===== src/rtl/alu_op_sequencer.sv =====
// Sequencer for the 4-bit ALU datapath. It latches a command, drives the operands and the
// mux select, waits SETTLE_CYCLES, then captures mux_y into the result and the accumulator.
module alu_op_sequencer #(
   parameter int SETTLE_CYCLES = 1
) (
   input  logic       clk,
   input  logic       rst_n,
   input  logic       cmd_valid,
   output logic       cmd_ready,
   input  logic [1:0] cmd_op,
   input  logic [3:0] cmd_a,
   input  logic [3:0] cmd_b,
   input  logic       cmd_acc,
   input  logic       acc_clr,
   output logic [3:0] op_a,
   output logic [3:0] op_b,
   output logic [1:0] mux_sel,
   input  logic [3:0] mux_y,
   output logic       res_valid,
   input  logic       res_ready,
   output logic [3:0] res_data,
   output logic       res_zero,
   output logic [3:0] acc_out,
   output logic [1:0] dbg_state
);

   // Handshakes: a transfer happens on a rising edge where valid & ready are both high;
   // valid is never dropped without a transfer, and data is held while valid is high.

   typedef enum logic [1:0] {
      IDLE = 2'd0,
      EXEC = 2'd1,
      DONE = 2'd2
   } state_t;

   localparam logic [3:0] CNT_INIT = 4'(SETTLE_CYCLES - 1);

   state_t     state;
   state_t     state_nxt;
   logic [3:0] cnt;
   logic [3:0] acc;
   logic       accept;
   logic       capture;
   logic       res_xfer;

   assign accept   = cmd_valid & cmd_ready;
   assign capture  = (state == EXEC) && (cnt == 4'd0);
   assign res_xfer = res_valid & res_ready;
   assign acc_out  = acc;

   always_ff @(posedge clk or negedge rst_n) begin
      if (!rst_n) begin
         state <= IDLE;
      end else begin
         state <= state_nxt;
      end
   end

   always_comb begin
      state_nxt = state;
      case (state)
         IDLE:    if (accept)   state_nxt = EXEC;
         EXEC:    if (capture)  state_nxt = DONE;
         DONE:    if (res_xfer) state_nxt = IDLE;
         default: state_nxt = IDLE;
      endcase
   end

   always_comb begin
      cmd_ready = (state == IDLE);
      res_valid = (state == DONE);
      dbg_state = state;
   end

   // A clear arriving with a cmd_acc command is visible to that command's operand A.
   always_ff @(posedge clk or negedge rst_n) begin
      if (!rst_n) begin
         op_a     <= 4'd0;
         op_b     <= 4'd0;
         mux_sel  <= 2'd0;
         cnt      <= 4'd0;
         res_data <= 4'd0;
         res_zero <= 1'b1;
         acc      <= 4'd0;
      end else begin
         if (accept) begin
            op_a    <= cmd_acc ? (acc_clr ? 4'd0 : acc) : cmd_a;
            op_b    <= cmd_b;
            mux_sel <= cmd_op;
            cnt     <= CNT_INIT;
         end else if (state == EXEC && cnt != 4'd0) begin
            cnt <= cnt - 4'd1;
         end

         if (capture) begin
            res_data <= mux_y;
            res_zero <= (mux_y == 4'd0);
            acc      <= mux_y;
         end else if (state == IDLE && acc_clr) begin
            acc <= 4'd0;
         end
      end
   end

endmodule


===== config.mk =====
export PLATFORM = sky130hd
export DESIGN_NAME = alu_op_sequencer
export DESIGN_NICKNAME = d
export VERILOG_FILES = /design/src/rtl/alu_op_sequencer.sv
export SDC_FILE = /design/constraint.sdc
export NUM_CORES = 1
export LEC_CHECK = 0
export CORE_MARGIN = 3
export CORE_UTILIZATION = 35
export DETAILED_ROUTE_END_ITERATION = 7
export PLACE_DENSITY = 0.69
export SETUP_SLACK_MARGIN = 0.1
export SLEW_MARGIN = 20
export SYNTH_ARGS = -nofsm -noshare
export SYNTH_HDL_FRONTEND = slang
export SYNTH_SLANG_ARGS = --single-unit

===== constraint.sdc =====
create_clock -name clk -period 1.3 [get_ports clk]
set_input_delay 0.195 -clock clk [delete_from_list [all_inputs] [get_ports clk]]
set_output_delay 0.195 -clock clk [all_outputs]
set_load 0.05 [all_outputs]

==> flow_results.org, run 1 <==
** Global route
- Entering global routing, the biggest net connects 26 pins.
- Global-route usage over all layers :: between 10% and 20%
- The via count of the first global-routing pass was roughly 1,100.
- Grt ovf :: 0
- The first global-routing pass estimated around 4900 µm of wire.
- Number of antenna violations at the first check in global routing :: 0

** Layout
- Total number of nets in the final design :: between 150 and 200
- Compared with the post-synthesis result, the final layout area differs by 97.6%.
- Antenna diode instance count :: 0
- Cells fill around three quarters of the core in the end.
- Fraction of layout instances using a drive strength above 1 :: a little under half
- Leaving out fill and tap cells, the most frequent cell in the layout is sky130_fd_sc_hd__buf_12.
- The top cell types in the final layout, fill and taps aside, are sky130_fd_sc_hd__buf_12 (24), sky130_fd_sc_hd__nand2_1 (21), sky130_fd_sc_hd__dfrtp_1 (19), sky130_fd_sc_hd__clkdlybuf4s50_1 (19), sky130_fd_sc_hd__buf_4 (15).

** Timing
- After layout, the minimum clock period comes to about 1.5 ns.
- Period Utilization, post-route :: 114%
- Count of final setup violators :: 25
- Max-slew violation total from the final report :: 0
- Maximum clock frequency :: 0.677 GHz
- The worst pin sits at a relative slew slack of between 80% and 90%.
- For the pin with the worst max-slew slack, the measured transition is roughly 0.27 ns.
- After layout, the worst setup slack is -0.176 ns.
- Final hold slack :: slightly below 0.2 ns
- Setup repair after global routing missed its margin :: yes
- Clock skew after layout :: ~0.012 ns
- Final number of hold-violating endpoints :: 0

** Synth
- After Yosys synthesis, XOR and XNOR cells account for 0% of the synthesized area.
- Warning count from the yosys run :: 0
- Dominant combinational cell family by area after synthesis :: simple AND/OR/NAND/NOR gates
- Multiplexer area fraction after synthesis :: 5.01%
- After Yosys synthesis, full adders, half adders and majority gates account for around 2.3% of the synthesized area.
- The synthesized netlist devotes around 11% of its cell area to compound gates.
- The average instance in the mapped netlist occupies approximately 10 µm².
- Number of distinct standard cells referenced by the synthesized netlist :: 28
- Post-synthesis register bit count :: 25
- Simple-gate portion of the synthesized area :: approximately 22%
- After synthesis, flip-flops and latches occupy around 57% of the total area.
- Syn_nets :: around 130
- Number of instances in the synthesized netlist :: 105
- Post-synthesis instance area :: between 0.001 and 0.0015 mm²

** Clock network
- CTS tree :: yes
- The number of hold buffers added after CTS was 0.
- Number of sinks handled by clock tree synthesis :: 25
- Clock input transition at the sequential cells of the worst setup and hold paths :: 0.15 ns
- CTS built an H-tree with a depth of 1.
- Buffers inserted during clock tree synthesis total 3.
- Max clock buf depth :: 2
- The later pin in the worst-skew pair is clocked with a latency of 0.33 ns.
- The cell sitting at the root of the clock tree is a sky130_fd_sc_hd__clkbuf_4.

** Pwr
- LEAKAGE :: a little under 1 nW
- Reported net switching power :: between 2 and 3 mW
- Net switching is 44.5% of the power.
- Power density normalized to cell area :: just under 3000 mW/mm²
- In this run, flip-flops and latches consume 24.5% of the power.
- Across the VDD grid, the largest voltage drop is 2.14 mV.
- Of the total power, the clock network draws ~5.7%.
- In this run, the combinational gates consume a little over two thirds of the power.
- Final Total Pwr :: roughly 6.5 mW
- Internal power consumption :: approximately 3.6 mW

** Die
- Core area :: between 0.002 and 0.003 mm²
- Die H :: 62.1 µm
- Number of primary I/O pins :: 43
- Core Rows :: 19
- DIE AREA :: 0.00385 mm²
- For this configuration, the core starts out at a cell density of about two fifths.
- In this run the horizontal extent of the chip is 62.1 µm.

** Setup path
- The worst setup path is launched from a register.
- Broken down by cell family, the worst path's largest delay share belongs to flip-flops.
- On the worst path, the slowest cell contributes a delay of about 0.44 ns.
- The worst register-to-register path begins at cnt[1].
- The worst register-to-register path ends at res_data[1].
- Of all nets on the critical path, the largest fanout is 5.
- The number of buffers and inverters on the critical path is 1.
- The critical path in this run is classified as reg -> reg.
- For this design, the slowest cell found on the critical path is sky130_fd_sc_hd__dfrtp_1.
- Req. time, crit path :: between 1.5 and 2 ns
- STA classifies the critical path endpoint as a register.
- Minimum setup slack among reg-to-reg paths :: -0.18 ns
- The signal on the critical path passes through inv_2, ha_4, nor3b_4, nand2_4, mux2_4.
- CP Data Arrival Time :: between 1.5 and 2 ns
- Worst Reg-to-Reg Cells :: 5

** Drt
- Routed wire length :: between 3000 and 4000 µm
- Vias :: between 1,000 and 1,500
- DRC violations left :: 0
- Detail-routed via count per cell :: roughly 4.7
- After the first detailed-routing iteration, the DRC count stood at 24.
- In the final routed layout, each cell accounts on average for approximately 14 µm.
- In this run the remaining antenna-violating nets after routing total 0.
- The first TritonRoute pass finished after 4 iterations.

** Hold path
- Path type of the worst min-delay path :: in -> async

** Placement
- After legalization and detailed placement, the total HPWL measured 2290 µm.
- Gpl congestion :: roughly 0.80
- Pre-CTS setup slack :: -0.230 ns
- I/O Buffers :: 42

** Outcome
- Violated checks :: negative setup slack
- Status :: finished, violations left

** Flow run
- Maximum capacitance violations :: 0
-- stage by stage --
stage,TNS (ns),cells,instance area [µm²]
after floorplan,-1.26,105,1180
after global placement,-2.91,206,2020
after detailed placement,-3.86,206,2020
after CTS,-2.53,215,2150
after global routing,-4.14,216,2170
final,-2.71,216,2170
-- worst reg2reg max path, stage by stage (launching register included) --
cell                      delay [ns]
sky130_fd_sc_hd__dfrtp_1        0.44
sky130_fd_sc_hd__inv_2          0.09
sky130_fd_sc_hd__ha_4           0.13
sky130_fd_sc_hd__nor3b_4        0.28
sky130_fd_sc_hd__nand2_4        0.14
sky130_fd_sc_hd__mux2_4         0.32
-- logic make-up after synthesis --
logic type               after synthesis
AO/OA/AOI/OAI                         17
adder cells (fa/ha/maj)                2
buffers and inverters                  6
flip-flops                            25
multiplexers                           5
AND/OR/NAND/NOR                       50
-- cell type report --
type	count	area [µm²]
Inverter	4	18.8
Clock buffer	3	22.5
Clock inverter	1	7.51
Tap cell	42	52.6
Fill cell	205	703
Timing Repair Buffer	67	885
Multi-Input combinational cell	74	554
Sequential cell	25	633
-- power by group through the flow --
stage	combinational, mW	sequential [mW]	clock [mW]
after floorplan	1.15	2.46	0
final	4.51	1.58	0.369
after detailed placement	4.18	1.59	0
after global routing	4.77	1.64	0.402
after global placement	4.09	1.58	0
after CTS	4.47	1.58	0.378
-- worst max path at each step --
stage,from,endpoint,cells after the start
6_report,cnt[1],res_data[1],5
5_1_grt,cnt[0],cnt[2],5
4_1_cts,cnt[1],res_data[1],5
3_5_place_dp,cmd_valid,op_a[0],4
3_3_place_gp,cmd_valid,op_a[0],4
2_1_floorplan,dbg_state[0],op_a[3],4
-- cell usage after synthesis --
| cell type | count | area share [%] |
|---|---|---|
| sky130_fd_sc_hd__a22oi_1 | 1 | 0.68 |
| sky130_fd_sc_hd__a221oi_2 | 1 | 1.4 |
| sky130_fd_sc_hd__nor2_1 | 10 | 3.4 |
| sky130_fd_sc_hd__nand2b_1 | 2 | 1.1 |
| sky130_fd_sc_hd__or3_1 | 1 | 0.57 |
| sky130_fd_sc_hd__or4_1 | 2 | 1.4 |
| sky130_fd_sc_hd__a221oi_1 | 1 | 0.80 |
| sky130_fd_sc_hd__or3b_1 | 1 | 0.80 |
| sky130_fd_sc_hd__a21oi_1 | 1 | 0.45 |
| sky130_fd_sc_hd__nor3b_1 | 1 | 0.68 |
| sky130_fd_sc_hd__mux2i_1 | 1 | 0.91 |
| sky130_fd_sc_hd__mux2_2 | 4 | 4.1 |
| sky130_fd_sc_hd__ha_1 | 2 | 2.3 |
| sky130_fd_sc_hd__nand3b_1 | 2 | 1.4 |
| sky130_fd_sc_hd__and2b_1 | 1 | 0.68 |
| sky130_fd_sc_hd__nor3b_2 | 1 | 1.1 |
| sky130_fd_sc_hd__or3b_4 | 1 | 1.0 |
| sky130_fd_sc_hd__a31oi_1 | 2 | 1.1 |
| sky130_fd_sc_hd__dfstp_2 | 1 | 2.4 |
| sky130_fd_sc_hd__dfrtp_1 | 24 | 55 |
| sky130_fd_sc_hd__nand3_1 | 4 | 1.8 |
| sky130_fd_sc_hd__a211oi_1 | 1 | 0.68 |
| sky130_fd_sc_hd__nor2b_1 | 1 | 0.57 |
| sky130_fd_sc_hd__inv_1 | 4 | 1.4 |
| sky130_fd_sc_hd__nand2_1 | 23 | 7.8 |
| sky130_fd_sc_hd__o21ai_0 | 6 | 2.7 |
| sky130_fd_sc_hd__a22o_1 | 4 | 3.2 |
| sky130_fd_sc_hd__buf_2 | 2 | 0.91 |
-- timing repair --
item,in CTS,in global routing
buffers inserted,5,1
pin swaps,8,1
gates resized for setup,15,6
setup endpoints to repair,29,33
-- per-layer routing --
| layer | share of wire [%] | GRT usage (%) | up-vias |
|---|---|---|---|
| li1 | - | - | 502 |
| met1 | 44 | 22.1 | 473 |
| met2 | 49 | 30.5 | 36 |
| met3 | 6.1 | 2.89 | 3 |
| met4 | 1.1 | 4.55 | 0 |
| met5 | 0 | 0 | - |
-- state kept, by name (all words and copies together), names as in the netlist --
| name | count |
|---|---|
| res_data | 4 |
| op_a | 4 |
| cnt | 4 |
| acc_out | 4 |
| dbg_state | 2 |
| res_zero | 1 |
| op_b | 4 |
| mux_sel | 2 |
No activity file was read; power rests on OpenSTA's default activity.
==> run 2, diff against run 1 <==
--- a/config.mk
+++ b/config.mk
@@ -8,7 +8,7 @@
 export CORE_MARGIN = 3
 export CORE_UTILIZATION = 35
 export DETAILED_ROUTE_END_ITERATION = 7
-export PLACE_DENSITY = 0.69
+export PLACE_DENSITY = 0.67
 export SETUP_SLACK_MARGIN = 0.1
 export SLEW_MARGIN = 20
 export SYNTH_ARGS = -nofsm -noshare
==> constraint.sdc (replaced) <==
create_clock -name clk -period 1.4 [get_ports clk]
set_input_delay 0.21 -clock clk [delete_from_list [all_inputs] [get_ports clk]]
set_output_delay 0.21 -clock clk [all_outputs]
set_load 0.05 [all_outputs]
==> run 2 against run 1 <==
The run still ends with negative setup slack left; sequential share of layout area down 0.47 points; count of clock-buffer cells in the layout increased by 1; cell area is 1.0% higher; non-clock buffer count rose by 2; highest routed layer unchanged; clock skew fell by 0.0060 ns; critical path type unchanged.
==> flow_results.org, run 2 (synthesis gave the netlist of run 1 again) <==
** Outcome
- Status :: finished, violations left (unchanged)
- Violated checks :: negative setup slack (unchanged)

** Die
- The area inside the core boundary came to 0.00288 mm² (unchanged).
- DIE AREA :: 0.00385 mm² (unchanged)
- Core Rows :: 19 (unchanged)
- The die outline height is 62.1 µm (unchanged).
- The number of top-level design ports came to 43 (unchanged).
- Chip width :: 62.1 µm (unchanged)
- Starting density of the core :: 38.2% (unchanged)

** Clock network
- CTS tree :: yes (unchanged)
- Number of sinks handled by clock tree synthesis :: 25 (unchanged)
- The number of hold buffers added after CTS was 0 (unchanged).
- The maximum clock path buffer count is 2 (unchanged).
- The clock tree root driver cell is sky130_fd_sc_hd__clkbuf_4 (unchanged).
- Clock input transition at the sequential cells of the worst setup and hold paths :: 0.13 ns (was 0.15 ns)
- Max H-tree Level :: 1 (unchanged)
- Latest clock arrival within the worst-skew pair :: 0.32 ns (was 0.33 ns)
- Clock buffer count from CTS :: 3 (unchanged)

** Setup path
- The maximum net fanout on the critical path came to 6 (was 5).
- Worst Reg-to-Reg Cells :: 5 (unchanged)
- Req. time, crit path :: 1.62 ns (was 1.54 ns)
- Type of destination of the critical path :: register (unchanged)
- CP Data Arrival Time :: 1.69 ns (was 1.72 ns)
- Worst Setup Path Type :: reg -> reg (unchanged)
- Startpoint type of the worst setup path :: register (unchanged)
- The register-to-register setup slack came to -0.07 ns (was -0.18 ns).
- RR Startpoint :: cnt[1] (unchanged)
- The critical register-to-register path endpoint was res_data[1] (unchanged).

** Hold path
- The type of the tightest min-delay check is in -> async (unchanged).

** Timing
- The transition time at the pin with the least slew margin came to 0.310 ns (was 0.271 ns).
- The post-route worst setup slack is -0.0687 ns (was -0.176 ns).
- The remaining max-slew budget at the tightest pin came to 79.3% (was 81.9%).
- Period minus WS final :: 1.47 ns (was 1.48 ns)
- The maximum clock frequency came to 0.681 GHz (was 0.677 GHz).
- Period Utilization, post-route :: 105% (was 114%)
- The worst clock skew was 0.00632 ns (was 0.0123 ns).
- Count of final setup violators :: 10 (was 25)
- Setup repair after global routing missed its margin: yes (unchanged).
- Final hold slack :: 0.238 ns (was 0.197 ns)
- Max-slew violation total from the final report :: 0 (unchanged)
- Sum of negative setup slack :: -0.436 ns (was -2.71 ns)
- Final number of hold-violating endpoints :: 0 (unchanged)

** Global route
- The largest net degree at the start of global routing is 26 (unchanged).
- Grt ovf :: 0 (unchanged)
- Number of global-route vias before repair :: 1,184 (was 1,076)
- The global-route usage over all layers was 18.9% (was 17.4%).
- The number of antenna violations at the first check in global routing was 0 (unchanged).
- Wire length of the first global-routing pass :: 5310 µm (was 4910 µm)

** Layout
- Area taken by flip-flops and latches :: 629 µm² (was 633 µm²)
- The number of antenna diodes is 0 (unchanged).
- The net count reported at finish is 199 (was 197).
- The number of filler cells placed in the layout is 173 (was 205).
- The area growth from synthesis to final layout is 99.7% (was 97.6%).
- Fraction of layout instances using a drive strength above 1 :: 50.6% (was 47.1%)
- Multi-input gate area in the final layout :: 579 µm² (was 554 µm²)
- The utilization after layout was 76.3% (was 75.6%).
- Commonest cells after routing, fill and taps aside: sky130_fd_sc_hd__buf_12 (23), sky130_fd_sc_hd__dfrtp_1 (22), sky130_fd_sc_hd__clkdlybuf4s50_1 (19) (was sky130_fd_sc_hd__buf_12 (24), sky130_fd_sc_hd__nand2_1 (21), sky130_fd_sc_hd__dfrtp_1 (19), sky130_fd_sc_hd__clkdlybuf4s50_1 (19), sky130_fd_sc_hd__buf_4 (15)).
- Final design area excluding fillers :: 0.00220 mm² (was 0.00217 mm²)
- Number of standard cells in the layout, taps in and fillers out :: 218 (was 216)
- The commonest non-fill, non-tap cell in the layout is sky130_fd_sc_hd__buf_12 (unchanged).

** Drt
- Final ANT Viol Nets :: 0 (unchanged)
- The total routed wirelength came to 3250 µm (was 3000 µm).
- DRC violations left :: 0 (unchanged)
- The violation count after the first detailed-route iteration is 41 (was 24).
- Initial DRT Pass Iterations :: 4 (unchanged)
- Avg WL per Cell :: 14.9 µm (was 13.9 µm)
- Vias :: 1,063 (was 1,014)
- Detail-routed via count per cell :: 4.88 (was 4.69)

** Flow run
- The max-cap violation count is 0 (unchanged).

** Placement
- Post-Place Cell Area :: 0.00197 mm² (was 0.00202 mm²)
- I/O Buffers :: 42 (unchanged)
- Final HPWL DP :: 2380 µm (was 2290 µm)
- Number of placed cells counting well taps :: 201 (was 206)
- Gpl congestion :: 0.886 (was 0.797)

** Pwr
- The power density normalized to cell area came to 2790 mW/mm² (was 2970 mW/mm²).
- The leakage power figure came to 1.01 nW (was 0.988 nW).
- VDD IR max :: 1.65 mV (was 2.14 mV)
-- run 2: cell types whose count changed in the layout (fill, tap and decap cells not counted), sizes merged --
cell and change:
buf +2, clkbuf +1, clkinvlp -2, inv +1
-- run 2: worst max path at each step --
stage                 startpoint           to  slack [ns]  depth (start not counted)
floorplan           dbg_state[0]      op_a[3]       -0.04                          4
global placement       cmd_valid      op_a[0]       -0.11                          4
detailed placement     cmd_valid      op_a[0]       -0.14                          4
CTS                       cnt[0]  res_data[2]       -0.02                          5
global route              cnt[1]  res_data[0]       -0.13                          5
finish                    cnt[1]  res_data[1]       -0.07                          5
-- run 2: area by class of cell --
| cell class | count | area share (%) |
|---|---|---|
| clock buffers | 4 | 1.20 |
| flip-flops and latches | 25 | 28.7 |
| repair buffers | 69 | 40.6 |
| well taps | 42 | 2.39 |
| inverters | 4 | 0.798 |
| multi-input cells | 74 | 26.4 |
-- run 2: critical path: stages, from the launching register on --
cell and delay [ns]:
sky130_fd_sc_hd__dfrtp_1 0.44, sky130_fd_sc_hd__inv_2 0.10, sky130_fd_sc_hd__ha_4 0.13, sky130_fd_sc_hd__nor3b_4 0.27
sky130_fd_sc_hd__nand2_4 0.13, sky130_fd_sc_hd__mux2_4 0.31
-- run 2: power breakdown --
group	switching [mW]	leakage [nW]	total, mW	internal, mW
logic	2.11	0.691	4.32	2.21
registers	0.415	0.304	1.48	1.07
clock network	0.213	0.0150	0.324	0.112
-- run 2: what timing repair did --
| item | 4_1_cts | 5_1_grt |
|---|---|---|
| pin swaps | 5 | 9 |
| setup endpoints to repair | 24 | 29 |
| setup buffers | 10 | 3 |
| resized for setup | 13 | 18 |
-- run 2: stage by stage --
| step | setup WS [ns] | power (mW) |
|---|---|---|
| floorplan | -0.0386 | 3.34 |
| CTS | -0.0183 | 5.90 |
| global placement | -0.110 | 5.15 |
| detailed placement | -0.137 | 5.22 |
| finish | -0.0687 | 6.13 |
| global route | -0.133 | 6.44 |
-- run 2: layer usage --
layer / up-vias / global-route usage [%] / share of wire (%) / wire length (µm)
met5: - / 0 / 0 / 0
met4: 0 / 7.58 / 2.0 / 66
li1: 505 / - / - / -
met2: 39 / 34.0 / 53 / 1730
met3: 8 / 5.99 / 6.6 / 214
met1: 511 / 20.3 / 38 / 1240
